## config.mk

```make
export PLATFORM = sky130hd
export DESIGN_NAME = l2_ddr_refill_ctrl
export DESIGN_NICKNAME = d
export VERILOG_FILES = /design/src/rtl/l2_pkg.sv /design/src/rtl/l2_beat_fifo.sv /design/src/rtl/l2_ddr_refill_ctrl.sv
export SDC_FILE = /design/constraint.sdc
export NUM_CORES = 2
export LEC_CHECK = 0
export BUFFER_PORTS_ARGS = -buffer_cell sky130_fd_sc_hd__buf_4
export CORE_MARGIN = 2
export CORE_UTILIZATION = 60
export CTS_CLUSTER_SIZE = 40
export DETAILED_ROUTE_END_ITERATION = 10
export HOLD_SLACK_MARGIN = 0.15
export PLACE_DENSITY = 0.87
export SLEW_MARGIN = 20
export SYNTH_ARGS = -nofsm -noshare
export SYNTH_HDL_FRONTEND = slang
export SYNTH_SLANG_ARGS = --single-unit
```

## constraint.sdc

```tcl
create_clock -name clk_166M66 -period 19.4 [get_ports clk_166M66]
set_input_delay 0.97 -clock clk_166M66 [delete_from_list [all_inputs] [get_ports clk_166M66]]
set_output_delay 0.97 -clock clk_166M66 [all_outputs]
set_load 0.02 [all_outputs]
```

## src/rtl/l2_pkg.sv

```systemverilog
// Shared definitions for the L2 DDR refill path: L2 geometry, DDR beat size,
// refill FSM states and the free-space helper.
package l2_pkg;

  localparam int L2_WORDS       = 4096;
  localparam int L2_BEAT_WORDS  = 8;
  localparam int DDR_BEAT_BYTES = 16;

  typedef enum logic [1:0] {
    IDLE  = 2'd0,
    ISSUE = 2'd1,
    WAIT  = 2'd2
  } state_t;

  // Whole 128-bit beats that still fit in L2, given the unread 16-bit word count.
  function automatic logic [11:0] free_beats_f(input logic [11:0] unread_words);
    free_beats_f = (12'(L2_WORDS - 1) - unread_words) >> $clog2(L2_BEAT_WORDS);
  endfunction

endpackage

```

## src/rtl/l2_beat_fifo.sv

```systemverilog
// First-word-fall-through beat FIFO. The head entry is visible on dout
// whenever the FIFO is non-empty; a push into an empty FIFO becomes poppable
// on the following cycle.
module l2_beat_fifo #(
  parameter int DEPTH = 16,
  parameter int WIDTH = 128
) (
  input  logic                       clk,
  input  logic                       rst,
  input  logic                       push,
  input  logic [WIDTH-1:0]           din,
  input  logic                       pop,
  output logic [WIDTH-1:0]           dout,
  output logic [$clog2(DEPTH):0]     count,
  output logic                       empty,
  output logic                       full
);

  localparam int AW = $clog2(DEPTH);
  localparam logic [AW:0] DEPTH_C = (AW + 1)'(DEPTH);

  logic [WIDTH-1:0] mem_q [DEPTH];
  logic [AW-1:0]    wr_ptr_q, wr_ptr_d;
  logic [AW-1:0]    rd_ptr_q, rd_ptr_d;
  logic [AW:0]      count_q, count_d;
  logic             do_push, do_pop;

  assign empty   = (count_q == (AW + 1)'(0));
  assign full    = (count_q == DEPTH_C);
  assign count   = count_q;
  assign dout    = mem_q[rd_ptr_q];
  assign do_push = push & ~full;
  assign do_pop  = pop & ~empty;

  // Next pointer and occupancy values from the accepted push/pop pair.
  always_comb begin
    wr_ptr_d = wr_ptr_q;
    rd_ptr_d = rd_ptr_q;
    count_d  = count_q;
    if (do_push) begin
      wr_ptr_d = wr_ptr_q + AW'(1);
    end else begin
      wr_ptr_d = wr_ptr_q;
    end
    if (do_pop) begin
      rd_ptr_d = rd_ptr_q + AW'(1);
    end else begin
      rd_ptr_d = rd_ptr_q;
    end
    case ({do_push, do_pop})
      2'b10:   count_d = count_q + (AW + 1)'(1);
      2'b01:   count_d = count_q - (AW + 1)'(1);
      default: count_d = count_q;
    endcase
  end

  // Pointer and occupancy registers; reset empties the FIFO.
  always_ff @(posedge clk) begin
    if (rst) begin
      wr_ptr_q <= '0;
      rd_ptr_q <= '0;
      count_q  <= '0;
    end else begin
      wr_ptr_q <= wr_ptr_d;
      rd_ptr_q <= rd_ptr_d;
      count_q  <= count_d;
    end
  end

  // Beat storage; contents are don't-care until written.
  always_ff @(posedge clk) begin
    if (do_push) begin
      mem_q[wr_ptr_q] <= din;
    end
  end

endmodule

```

## src/rtl/l2_ddr_refill_ctrl.sv

```systemverilog
// Refill controller: issues one fixed-length DDR read burst at a time while
// L2 has room, buffers the returning beats and streams them into the L2
// DDR-side write port whenever L1 is not using the buffer.
module l2_ddr_refill_ctrl
  import l2_pkg::*;
#(
  parameter int BURST_BEATS = 8,
  parameter int FIFO_DEPTH  = 16,
  parameter int ADDR_W      = 28
) (
  input  logic              clk_166M66,
  input  logic              rst,
  input  logic              i_enable,
  input  logic [ADDR_W-1:0] i_base_addr,
  input  logic [11:0]       i_l2_unread_size,
  input  logic              i_l1ddr_rw_confilicts,
  output logic              o_app_cmd_valid,
  input  logic              i_app_cmd_ready,
  output logic [ADDR_W-1:0] o_app_addr,
  input  logic              i_app_rd_valid,
  input  logic [127:0]      i_app_rd_data,
  output logic              o_ddr_operate_enable,
  output logic              o_ddr_rw,
  output logic [127:0]      o_ddr_wdata,
  output logic              o_busy,
  output logic [15:0]       o_bursts_done,
  output logic              o_err_unexpected
);

  localparam int CW = $clog2(FIFO_DEPTH) + 1;
  localparam int BW = $clog2(BURST_BEATS) + 1;
  localparam logic [ADDR_W-1:0] BURST_BYTES = ADDR_W'(BURST_BEATS * DDR_BEAT_BYTES);
  localparam logic [BW-1:0]     LAST_BEAT   = BW'(BURST_BEATS - 1);

  state_t            state_q, state_d;
  logic [ADDR_W-1:0] cur_addr_q, cur_addr_d;
  logic [BW-1:0]     beat_cnt_q, beat_cnt_d;
  logic [15:0]       bursts_q, bursts_d;
  logic              err_q, err_d;

  logic [CW-1:0]     fifo_count;
  logic              fifo_empty, fifo_full;
  logic              fifo_push, fifo_pop, beat_accept;
  logic [127:0]      fifo_head;
  logic [12:0]       free_beats, need_beats;
  logic [CW-1:0]     fifo_space;
  logic              can_issue;

  // Issue gate: L2 must hold a whole burst on top of what is already buffered
  // plus one beat of slack for the lagging size readout, and the FIFO must
  // have room for the full burst.
  always_comb begin
    free_beats = {1'b0, free_beats_f(i_l2_unread_size)};
    need_beats = 13'(BURST_BEATS) + 13'(fifo_count) + 13'd1;
    fifo_space = CW'(FIFO_DEPTH) - fifo_count;
    can_issue  = (free_beats >= need_beats) && (fifo_space >= CW'(BURST_BEATS));
  end

  // Refill FSM next state, address walk, beat counting and error capture.
  always_comb begin
    state_d     = state_q;
    cur_addr_d  = cur_addr_q;
    beat_cnt_d  = beat_cnt_q;
    bursts_d    = bursts_q;
    beat_accept = 1'b0;
    err_d       = err_q | (i_app_rd_valid & (state_q != WAIT));
    case (state_q)
      IDLE: begin
        if (!i_enable) begin
          cur_addr_d = i_base_addr;
        end else if (can_issue) begin
          state_d = ISSUE;
        end else begin
          state_d = IDLE;
        end
      end
      ISSUE: begin
        if (i_app_cmd_ready) begin
          cur_addr_d = cur_addr_q + BURST_BYTES;
          beat_cnt_d = '0;
          state_d    = WAIT;
        end else begin
          state_d = ISSUE;
        end
      end
      WAIT: begin
        if (i_app_rd_valid) begin
          beat_accept = 1'b1;
          if (beat_cnt_q == LAST_BEAT) begin
            beat_cnt_d = '0;
            bursts_d   = bursts_q + 16'd1;
            state_d    = IDLE;
          end else begin
            beat_cnt_d = beat_cnt_q + BW'(1);
          end
        end else begin
          state_d = WAIT;
        end
      end
      default: state_d = IDLE;
    endcase
  end

  // FSM and bookkeeping registers.
  always_ff @(posedge clk_166M66) begin
    if (rst) begin
      state_q    <= IDLE;
      cur_addr_q <= '0;
      beat_cnt_q <= '0;
      bursts_q   <= '0;
      err_q      <= 1'b0;
    end else begin
      state_q    <= state_d;
      cur_addr_q <= cur_addr_d;
      beat_cnt_q <= beat_cnt_d;
      bursts_q   <= bursts_d;
      err_q      <= err_d;
    end
  end

  assign fifo_push = beat_accept & ~fifo_full;
  assign fifo_pop  = ~fifo_empty & ~i_l1ddr_rw_confilicts;

  l2_beat_fifo #(
    .DEPTH(FIFO_DEPTH),
    .WIDTH(128)
  ) u_fifo (
    .clk  (clk_166M66),
    .rst  (rst),
    .push (fifo_push),
    .din  (i_app_rd_data),
    .pop  (fifo_pop),
    .dout (fifo_head),
    .count(fifo_count),
    .empty(fifo_empty),
    .full (fifo_full)
  );

  assign o_app_cmd_valid      = (state_q == ISSUE);
  assign o_app_addr           = (state_q == ISSUE) ? cur_addr_q : '0;
  assign o_ddr_operate_enable = fifo_pop;
  assign o_ddr_rw             = fifo_pop;
  assign o_ddr_wdata          = fifo_empty ? 128'd0 : fifo_head;
  assign o_busy               = (state_q != IDLE) | ~fifo_empty;
  assign o_bursts_done        = bursts_q;
  assign o_err_unexpected     = err_q;

endmodule

```

# Yosys cells after proc, flatten, opt, wreduce, memory -nomap -nowiden
# Memory sizes are Yosys's and may differ from the RTL's. A register that Yosys moved wholly into a read port is not among the register bits.
# Index checks and enable logic that the tools add are counted.
# word_totals
regBits	64
ramBits	2048
input_bits	174
word_cells	77
n_memories	1
# classes
add_sub_neg	11
magnitude_cmp	2
n_eq_ne	12
muxes	22
bitwise	10
reduce_logical	11
# mem_list
memory	words	width	rd	rd_ports_with_merged_regs	wr	line_no	rtl
u_fifo.mem_q	16	128	1	1	1	l2_beat_fifo.sv:22	logic [WIDTH-1:0] mem_q [DEPTH];
# op_table
cell	count
2-to-1 mux 128 bit	1
2-to-1 mux 28 bit	3
case mux 28 bit (2 select lines)	1
adder 28 x 8 -> 28 bit, second input constant	1
2-to-1 mux 4 bit	5
adder 16 x 1 -> 16 bit, second input constant	1
adder 4 x 1 -> 4 bit, second input constant	3
subtractor 12 bit, first input constant	1
case mux 5 bit (2 select lines)	1
>= comparator 9 x 7 -> 1 bit	1
AND reduction 3 bit	3
2-to-1 mux 2 bit	4
!= test 2 bit, second input constant	4
case mux 4 bit (2 select lines)	1
nonzero test 2 bit	4
adder 6 x 1 -> 7 bit, second input constant	1
adder 4 x 5 -> 6 bit, first input constant	1
case mux 2 bit (3 select lines)	1
adder 5 x 1 -> 5 bit, second input constant	1
bitwise AND 1 bit	5
equality test 5 bit, second input constant	1
>= comparator 5 x 4 -> 1 bit, second input constant	1
logical NOT 5 bit	1
2-to-1 mux 1 bit	5
12 further kinds	17

# Depth between registers and ports, before layout
# logic_depth
ltp_word	7
mapped_depth	14

# Hierarchy
# From an unflattened synthesis, not the netlist that was laid out.
# unflattened
hier_cells	3712
hier_area_um2	82226.4
# modules_own_cells
module	instances	cells_each	area_each_um2	seq_area_each_um2
l2_beat_fifo	1	3137	78107.4	61839.3
l2_ddr_refill_ctrl	1	575	4119.0	1021.0

# Least setup slack after synthesis
# OpenSTA, ideal clock, no wires.
# synth_path
path_kind	input port to flip-flop
startpoint	input i_app_rd_valid
endpoint	memory u_fifo.mem_q[3][0], enable pin
t_arrival_ns	13.640
required_time_ns	18.471
path_slack_ns	4.831
cell_stages	4
path_buffers	0
path_cell_list	nand3b_2 > nor2_1 > inv_1 > nor4_1
# synth_via
elab_chain_len	6
# synth_rtl
element	line_no	rtl
start: declaration	l2_ddr_refill_ctrl.sv:20	input logic i_app_rd_valid,
2-to-1 mux 1 bit	l2_ddr_refill_ctrl.sv:87	if (i_app_rd_valid) begin
2-to-1 mux 1 bit	l2_ddr_refill_ctrl.sv:67	case (state_q)
bitwise AND 1 bit	l2_ddr_refill_ctrl.sv:121	assign fifo_push = beat_accept & ~fifo_full;
bitwise AND 1 bit	l2_beat_fifo.sv:32	assign do_push = push & ~full;
2-to-1 mux 1 bit	l2_beat_fifo.sv:72	if (do_push) begin
2-to-1 mux 1 bit (implied by the code)	l2_beat_fifo.sv:73	mem_q[wr_ptr_q] <= din;
end: declaration	l2_beat_fifo.sv:22	
# Every way passes these cells.

==> metrics.json <==
{
  "critical_path": {
    "stage_delay_of_the_slowest_cell_on_the_critical_path_ps": 900,
    "r2r_worst_path_depth": 9,
    "worstSetupPathType": "flop to output pin",
    "worstPathCellList": "buf_4, buf_4, buf_4, buf_4, mux4_2, a22oi_1, nand2_1, buf_4",
    "timing.reg2reg.setup_slack_ps": 14750,
    "critPathMostFrequentCell": "sky130_fd_sc_hd__buf_4",
    "timing.rr.end": "u_fifo.mem_q[7][86]",
    "worstPathArrival_ps": 6480,
    "critical_path.endpoint_type": "output pin",
    "cp-start-kind": "flop",
    "worstReg2RegStart": "u_fifo.count[0]",
    "critPathRequiredTime_ps": 18430,
    "cp_max_stage_cell": "sky130_fd_sc_hd__buf_4",
    "critical_path.max_fanout": 52,
    "worst_setup_path_endpoint": "o_ddr_wdata[87]"
  },
  "pwr": {
    "power.ir.vdd_worst_mv": 0.0890,
    "p_leak_nw": 29.4,
    "power_density_nw_per_um2": 104
  },
  "clock_tree": {
    "post_cts_buffers": 0,
    "ctsHtreeMaxLevel": 4,
    "clockBufferDepth": 3,
    "post_cts_resize_count": 0,
    "cts.hold.buffers_added": 0,
    "clk_pin_slew_ps": 70,
    "tritoncts": "built",
    "clockRootBuffer": "sky130_fd_sc_hd__clkbuf_16",
    "clock_insertion_delay_worst_skew_ps": 880,
    "cts_num_sinks": 2116,
    "numCtsBuffers": 199
  },
  "timing": {
    "post-route-min-period_ps": 7450,
    "finalHoldViolCount": 0,
    "worst_pin_slew_ps": 1220,
    "maxSlewHeadroom": 0.186,
    "final_max_slew_viol_count": 0,
    "highest_clock_frequency_the_design_can_meet_ghz": 0.134,
    "finalClockSkew_ps": 52.7,
    "timing.setup.tns_ps": 0,
    "rsz0062_at_grt": "false",
    "final-setup-viol-count": 0,
    "fin_crit_sh": 0.384
  },
  "global_routing": {
    "grt_start_max_net_pins": 141,
    "global_route_wire_length_before_repair_um": 297000,
    "grt_overflow_total": 0,
    "total_global_route_track_usage": 0.294,
    "grt_antenna_before_repair": 19,
    "number_of_global_route_vias_before_repair": 44200
  },
  "synthesis": {
    "synth-edff-count": 2048,
    "async_reset_ff_frac": 0,
    "netlist_area_um2": 81600,
    "synth_ff_type": "sky130_fd_sc_hd__edfxtp_1",
    "synth_seq_area_share": 0.771,
    "synth_nets": 4215,
    "post_synth_inst_count": 4017,
    "post_synth_num_cell_types": 54,
    "synth.ff_latch_count": 2116,
    "yosys_warnings": 0,
    "postSynthAreaPerCell_um2": 20.3
  },
  "place": {
    "finalWeightedCongestion": 0.772,
    "placement.io_buffers": 347,
    "numPlacedInstances": 5991,
    "detailed_place_hpwl_um": 96900
  },
  "detailed_routing": {
    "routed_length_per_placed_instance_um": 32.1,
    "drtAntennaViolNets": 0,
    "vias": 43300,
    "remaining_drc_errors": 0,
    "drt-vias-per-instance": 6.80,
    "drt_iter0_markers": 5663,
    "detailedRoute.firstPassIterationCount": 5,
    "detailed_route_wire_length_um": 204000
  },
  "floorplan": {
    "die-height_um": 373,
    "initial_utilization": 0.604,
    "coreArea_um2": 135000,
    "core.rowCount": 135,
    "die_area_um2": 139000,
    "floorplan_die_width_um": 373,
    "io_pins": 351
  },
  "run": {
    "drv.max_cap_violation_count": 0
  },
  "outcome": {
    "run_status": "finished, final reports clean"
  },
  "final_layout": {
    "layout-drive-gt1-share": 0.275,
    "nNetsFinal": 4610,
    "post-route-util": 0.688,
    "syn2layout_area_growth_pct": 14.1,
    "final_cell_mix": "2048 x sky130_fd_sc_hd__edfxtp_1, 415 x sky130_fd_sc_hd__buf_4, 407 x sky130_fd_sc_hd__mux4_2",
    "layout.cells.most_common": "sky130_fd_sc_hd__edfxtp_1",
    "layout.filler_cells": 7744,
    "layout.cells.non_filler": 6367
  },
  "hold_path": {
    "holdCritPathClass": "primary input to flop"
  }
}
## final cells by class
cell class / count / area (um2) / share of cell area
antenna: 6 / 15.0 / 0.000161
clock buffer: 227 / 5090 / 0.0548
clock inverter: 142 / 1720 / 0.0184
inverter: 30 / 118 / 0.00126
multi-input combinational: 1643 / 17700 / 0.191
sequential: 2116 / 62900 / 0.676
tap: 1781 / 2230 / 0.0240
timing repair buffer: 422 / 3260 / 0.0351
## metal layers
metal,global-route usage,part of all wire
met3,0.0677,0.10
met4,0.104,0.034
met5,0,0.00095
met1,0.379,0.35
met2,0.495,0.51
## sequential cells by signal, summed over array words and instances (netlist names), named ones only
signal            count
u_fifo.wr_ptr_q       4
u_fifo.count          5
cur_addr_q           28
state_q               2
o_bursts_done        16
o_err_unexpected      1
beat_cnt_q            4
u_fifo.rd_ptr_q       4
u_fifo.mem_q       2048
## worst max-delay path, delay by kind of cell, from the launching register on
family	cells	cell delay (ps)
flops	1	780
compound gates	1	190
buf+inv	5	3660
simple gates	1	180
mux	1	640
## worst min-delay path by stage
stage                            from                  end  slack, ps  cells after the start
floorplan               cur_addr_q[0]        cur_addr_q[0]        430                      2
global placement        cur_addr_q[4]        cur_addr_q[4]        440                      2
detailed placement      cur_addr_q[6]        cur_addr_q[6]        440                      2
CTS                 i_app_rd_data[57]  u_fifo.mem_q[7][57]        330                      1
global route           i_base_addr[6]        cur_addr_q[6]        370                      3
finish                 i_base_addr[6]        cur_addr_q[6]        380                      3
## metrics by stage
step	setup WS [ps]	total power, mW	hold slack [ps]	area [um2]
after floorplan	4830	5.51	432	81600
after global placement	12690	5.71	440	86200
after detailed placement	12660	5.73	444	86200
after CTS	11690	9.72	334	93000
after global routing	11280	9.92	369	93000
final	11950	9.69	384	93000
## report_power, final
part / internal (mW) / leakage, nW / switching, mW
sequential: 5.03 / 19.0 / 0.0243
combinational: 0.243 / 7.16 / 0.346
clock: 2.28 / 3.31 / 1.77
total: 7.55 / 29.4 / 2.14
## cells by family (layout without fill, tap and decap cells)
| family | count (synthesis) | after routing | share of synthesized area |
|---|---|---|---|
| AOI/OAI and AO/OA | 436 | 436 | 0.0359 |
| muxes | 668 | 668 | 0.146 |
| adders and majority gates | 24 | 24 | 0.00377 |
| other | 0 | 6 | 0 |
| and+or+nand+nor | 491 | 491 | 0.0276 |
| buffers and inverters | 258 | 821 | 0.0137 |
| xor gates and xnor gates | 24 | 24 | 0.00258 |
| DFF | 2116 | 2116 | 0.771 |
## Yosys cell counts (12+ instances only)
| cell | count | share of area |
|---|---|---|
| sky130_fd_sc_hd__edfxtp_1 | 2048 | 0.75 |
| sky130_fd_sc_hd__mux4_2 | 407 | 0.11 |
| sky130_fd_sc_hd__nand2_1 | 236 | 0.011 |
| sky130_fd_sc_hd__mux2i_1 | 168 | 0.021 |
| sky130_fd_sc_hd__a22oi_1 | 154 | 0.014 |
| sky130_fd_sc_hd__o21ai_0 | 119 | 0.0073 |
| sky130_fd_sc_hd__clkbuf_1 | 109 | 0.0050 |
| sky130_fd_sc_hd__mux2_2 | 93 | 0.013 |
| sky130_fd_sc_hd__buf_2 | 84 | 0.0052 |
| sky130_fd_sc_hd__dfxtp_1 | 68 | 0.017 |
| sky130_fd_sc_hd__nor2_1 | 67 | 0.0031 |
| sky130_fd_sc_hd__nand3_1 | 66 | 0.0040 |
| sky130_fd_sc_hd__o211ai_1 | 47 | 0.0043 |
| sky130_fd_sc_hd__a32oi_1 | 46 | 0.0049 |
| sky130_fd_sc_hd__a21oi_1 | 42 | 0.0026 |
| sky130_fd_sc_hd__and2_1 | 33 | 0.0025 |
| sky130_fd_sc_hd__inv_1 | 30 | 0.0014 |
| sky130_fd_sc_hd__buf_1 | 23 | 0.0011 |
| sky130_fd_sc_hd__ha_1 | 23 | 0.0035 |
| sky130_fd_sc_hd__nor3_1 | 22 | 0.0013 |
| sky130_fd_sc_hd__xor2_1 | 14 | 0.0015 |
| sky130_fd_sc_hd__buf_4 | 12 | 0.0011 |
Power figures use the tool's default switching activity.
